--- config.mk ---
export PLATFORM = sky130hd
export DESIGN_NAME = fifo_level
export DESIGN_NICKNAME = d
export VERILOG_FILES = /design/src/rtl/fifo_level.sv
export SDC_FILE = /design/constraint.sdc
export NUM_CORES = 1
export LEC_CHECK = 0
export CAP_MARGIN = 10
export CORE_AREA = 2 2 103 105
export DETAILED_ROUTE_END_ITERATION = 10
export DIE_AREA = 0 0 105 107
export HOLD_SLACK_MARGIN = 0.03
export PLACE_DENSITY = 0.79
export SYNTH_ARGS = -nofsm -noshare
export SYNTH_HDL_FRONTEND = slang
export SYNTH_SLANG_ARGS = --single-unit
--- constraint.sdc ---
create_clock -name i_clk -period 6.6 [get_ports i_clk]
set_clock_uncertainty 0.1 [all_clocks]
set_input_delay 1.98 -clock i_clk [delete_from_list [all_inputs] [get_ports i_clk]]
set_output_delay 1.98 -clock i_clk [all_outputs]
set_load 0.02 [all_outputs]
--- src/rtl/fifo_level.sv ---
// rtl/fifo_level.sv - parametrised FIFO with occupancy level, threshold flags and sticky errors
// Define FIFO_FWFT_EN for first-word-fall-through reads; default is a registered 1-cycle read.
module fifo_level #(
    parameter int WIDTH     = 8,
    parameter int DEPTH     = 15,
    parameter int AF_THRESH = DEPTH - 2,
    parameter int AE_THRESH = 1
) (
    input  logic                       i_clk,
    input  logic                       i_rst,
    input  logic                       i_wren,
    input  logic [WIDTH-1:0]           i_datain,
    input  logic                       i_rden,
    input  logic                       i_clr_err,
    output logic [WIDTH-1:0]           o_dataout,
    output logic                       o_valid,
    output logic                       o_full,
    output logic                       o_empty,
    output logic                       o_almost_full,
    output logic                       o_almost_empty,
    output logic [$clog2(DEPTH+1)-1:0] o_level,
    output logic                       o_overflow,
    output logic                       o_underflow
);

    localparam int PW = $clog2(DEPTH);
    localparam int LW = $clog2(DEPTH + 1);
    localparam logic [PW-1:0] LAST_PTR = PW'(DEPTH - 1);
    localparam logic [LW-1:0] FULL_LVL = LW'(DEPTH);
    localparam logic [LW-1:0] AF_LVL   = LW'(AF_THRESH);
    localparam logic [LW-1:0] AE_LVL   = LW'(AE_THRESH);

    logic [WIDTH-1:0] mem [DEPTH];
    logic [PW-1:0]    wrptr;
    logic [PW-1:0]    rdptr;
    logic             acc_wr;
    logic             acc_rd;
    logic [LW-1:0]    level_next;

    // A full FIFO still takes a write when the same-cycle read frees a slot.
    assign acc_wr = i_wren & (~o_full | i_rden);
    assign acc_rd = i_rden & ~o_empty;

    always_comb begin
        level_next = o_level;
        if (acc_wr && !acc_rd) begin
            level_next = o_level + LW'(1);
        end else if (acc_rd && !acc_wr) begin
            level_next = o_level - LW'(1);
        end
    end

    // Depth need not be a power of two, so wrap by explicit compare.
    function automatic logic [PW-1:0] ptr_inc(input logic [PW-1:0] p);
        return (p == LAST_PTR) ? '0 : p + PW'(1);
    endfunction

    always_ff @(posedge i_clk) begin
        if (acc_wr) begin
            mem[wrptr] <= i_datain;
        end
    end

    always_ff @(posedge i_clk or posedge i_rst) begin
        if (i_rst) begin
            wrptr          <= '0;
            rdptr          <= '0;
            o_level        <= '0;
            o_full         <= 1'b0;
            o_empty        <= 1'b1;
            o_almost_full  <= 1'b0;
            o_almost_empty <= 1'b1;
            o_overflow     <= 1'b0;
            o_underflow    <= 1'b0;
        end else begin
            if (acc_wr) begin
                wrptr <= ptr_inc(wrptr);
            end
            if (acc_rd) begin
                rdptr <= ptr_inc(rdptr);
            end
            // Flags come from the next level so they move on the same edge as o_level.
            o_level        <= level_next;
            o_full         <= (level_next == FULL_LVL);
            o_empty        <= (level_next == '0);
            o_almost_full  <= (level_next >= AF_LVL);
            o_almost_empty <= (level_next <= AE_LVL);
            if (i_wren && !acc_wr) begin
                o_overflow <= 1'b1;
            end else if (i_clr_err) begin
                o_overflow <= 1'b0;
            end
            if (i_rden && o_empty) begin
                o_underflow <= 1'b1;
            end else if (i_clr_err) begin
                o_underflow <= 1'b0;
            end
        end
    end

`ifdef FIFO_FWFT_EN
    assign o_dataout = mem[rdptr];
    assign o_valid   = ~o_empty;
`else
    always_ff @(posedge i_clk or posedge i_rst) begin
        if (i_rst) begin
            o_dataout <= '0;
            o_valid   <= 1'b0;
        end else begin
            o_valid <= acc_rd;
            if (acc_rd) begin
                o_dataout <= mem[rdptr];
            end
        end
    end
`endif

endmodule

==> flow_metrics.tcl <==
set metrics [dict create \
    outcome "completed" \
    clk_pin_slew_ns 0.06 \
    antenna_cells 0 \
    setup_tns_ns 0 \
    netlist.area_leader.share 0.605 \
    syn2layout_area_growth_pct 18.2 \
    power.density_mw_per_mm2 467 \
    cts_tree "built" \
    die_y_um 107 \
    final_cell_mix "120 x edfxtp_1, 31 x clkdlybuf4s50_1, 26 x mux2i_1, 25 x nand2_1, 24 x dfrtp_1" \
    clock_sinks 147 \
    cp_max_fo 8 \
    cts.repair.resized 0 \
    critPathBufInv 1 \
    first_pass_iters 5 \
    swShare 0.315 \
    ys_ff_latch 147 \
    ctsHoldBuffers 0 \
    max-clock-path-buffers 2 \
    power_mw 3.29 \
    critical_path_arrival_ns 4.22 \
    r2r_end "mem[10][4]$_DFFE_PP_" \
    synth_edf_count 120 \
    core_area_mm2 0.0101 \
    cp_cell_sequence "clkdlybuf4s50_1 -> nand2b_1 -> and2_1 -> nand2_1 -> nor3_1" \
    synth_nets 375 \
    fin_crit_sh 0.633 \
    ys_warn_count 0 \
    cts_buffers 17 \
    ys_async_sr_fraction 0.184 \
    rows 37 \
    start_util 0.590 \
    avgRoutedWirePerCell_um 22.3 \
    clk-insertion-delay-late_ns 0.53 \
    post_cts_buffers 0 \
    die_area_mm2 0.0112 \
    slew_viol_final 0 \
    final_hold_viol_count 0 \
    intPower_mw 2.25 \
    yosysSeqAreaShare 0.719 \
    vias 3336 \
    syn_inst 360 \
    min_path_type "reg -> reg" \
    p_leak_nw 2.42 \
    place_area_mm2 0.00637 \
    power.share.clock 0.325 \
    peakVddDrop_mv 0.263 \
    grt_pass1_vias 3355 \
    r2r_start "o_full$_DFF_PP0_" \
    drc 0 \
    syn_avg_cell_area_um2 16.5 \
    via_per_inst 6.13 \
    synth_top_cell_by_area "edfxtp_1" \
    clock.fmax_mhz 239 \
    drt_iter0_drc 353 \
    start_kind "input pin" \
    portBuffers 31 \
    grt_use_total 0.233 \
    grt_setup_unrepaired "no" \
    synth-main-ff-cell "edfxtp_1" \
    critPathKind "in -> reg" \
    place_congestion 0.856 \
    max_cap_viol_count 0 \
    combPwrFrac 0.264 \
    worst-path-stages 5 \
    end_kind "register" \
    crit_slowest_cell "nor3_1" \
    startpoint "i_rden" \
    setup_viol 0 \
    mostFrequentLayoutCell "edfxtp_1" \
    p_sw_mw 1.04 \
    grt_max_degree 47 \
    required_ns 6.65 \
    crit_family "simple AND/OR/NAND/NOR gates" \
    yosysUniqueCellTypes 44 \
    grt_overflow 0 \
    die_x_um 105 \
    reg2reg_depth 4 \
    cp-endpoint "mem[10][4]$_DFFE_PP_" \
    netlist_area_mm2 0.00596 \
    slew_headroom 0.212 \
    power_frac_seq 0.411 \
    synth.area.top_cells "edfxtp_1 60%, dfrtp_1 11%, mux4_2 6.0%" \
    design_area_mm2 0.00704 \
    drive_gt1_frac 0.186 \
    htree_levels 4 \
    drt_wl_total_um 12100 \
    period_minus_slack_ns 4.18 \
    fin_nets 410 \
    drtAntennaViolNets 0 \
    grt_antenna_before_repair 0 \
    place_hpwl_um 7560 \
    worst_slew_pin_slew_ns 1.17 \
    boundaryPins 32 \
    dp_cells 510 \
    cts-root-buf "clkbuf_8" \
    cpPeakStageDelay_ns 0.98 \
    r2r_slack_ns 4.07 \
    grt_pass1_wl_um 18900 \
    stdcell_count 544 \
]
==> layer usage <==
layer	GRT usage	wire length [um]
met5	0	0
met4	0.107	284
met3	0.0468	689
met2	0.365	5930
met1	0.320	5240
==> kinds of logic after synthesis <==
| logic type | share of synthesized area |
|---|---|
| compound gates | 0.0683 |
| simple gates | 0.0569 |
| fa+ha+maj | 0.00420 |
| buf+inv | 0.0242 |
| xor+xnor | 0.00840 |
| flops | 0.719 |
| mux | 0.119 |
==> registers in the layout (all words and copies together), names as in the netlist <==
signal,cells
o_underflow,1
o_overflow,1
o_almost_empty,1
o_level,4
o_valid,1
o_full,1
rdptr,4
o_almost_full,1
o_empty,1
wrptr,4
mem,120
o_dataout,8
==> worst min-delay path by stage <==
stage	end	slack, ns	depth (start not counted)	startpoint
after floorplan	o_underflow$_DFFE_PP0P_	0.47	2	o_empty$_DFF_PP1_
final	o_underflow$_DFFE_PP0P_	0.44	2	o_underflow$_DFFE_PP0P_
after global routing	o_underflow$_DFFE_PP0P_	0.47	2	o_underflow$_DFFE_PP0P_
after detailed placement	o_underflow$_DFFE_PP0P_	0.43	2	o_underflow$_DFFE_PP0P_
after CTS	o_underflow$_DFFE_PP0P_	0.44	2	o_underflow$_DFFE_PP0P_
after global placement	o_underflow$_DFFE_PP0P_	0.42	2	o_underflow$_DFFE_PP0P_
==> power by group through the flow <==
stage / combinational [mW] / sequential (mW) / clock (mW)
global placement: 0.833 / 1.36 / 0
finish: 0.868 / 1.35 / 1.07
floorplan: 0.631 / 1.29 / 0
CTS: 0.869 / 1.35 / 1.08
global route: 0.929 / 1.37 / 1.11
detailed placement: 0.854 / 1.37 / 0
==> layout make-up <==
type | instances | area (um^2)
Timing Repair Buffer | 38 | 358
Clock inverter | 14 | 233
Fill cell | 682 | 3050
Clock buffer | 18 | 428
Multi-Input combinational cell | 183 | 1540
Sequential cell | 147 | 4280
Inverter | 8 | 32.5
Tap cell | 136 | 170
==> synth_stat cells (all sizes together) (2+ instances only) <==
cell	instances
nand2	26
a311oi	2
edfxtp	120
o22ai	2
buf	13
mux2	8
a21o	2
dfrtp	25
clkbuf	9
o21ai	18
ha	2
nand3	4
a21oi	2
mux4	16
a211oi	16
nor4	5
mux2i	26
nand2b	4
nor2	19
inv	8
nor3	6
o211ai	9
xnor2	3
dfstp	2
==> worst min-delay path: cells and delay by family, from the launching register on <==
family	cells	cell delay, ns
AOI/OAI and AO/OA	1	0.07
buffers and inverters	1	0.05
DFF	1	0.38
==> metrics by stage <==
step / worst slack, ns / hold WS, ns / util
finish: 2.42 / 0.436 / 0.698
global route: 2.28 / 0.467 / 0.698
CTS: 2.43 / 0.443 / 0.697
detailed placement: 1.90 / 0.431 / 0.631
global placement: 2.06 / 0.420 / 0.631
floorplan: 2.81 / 0.469 / -
(Power assumes the default switching activity.)
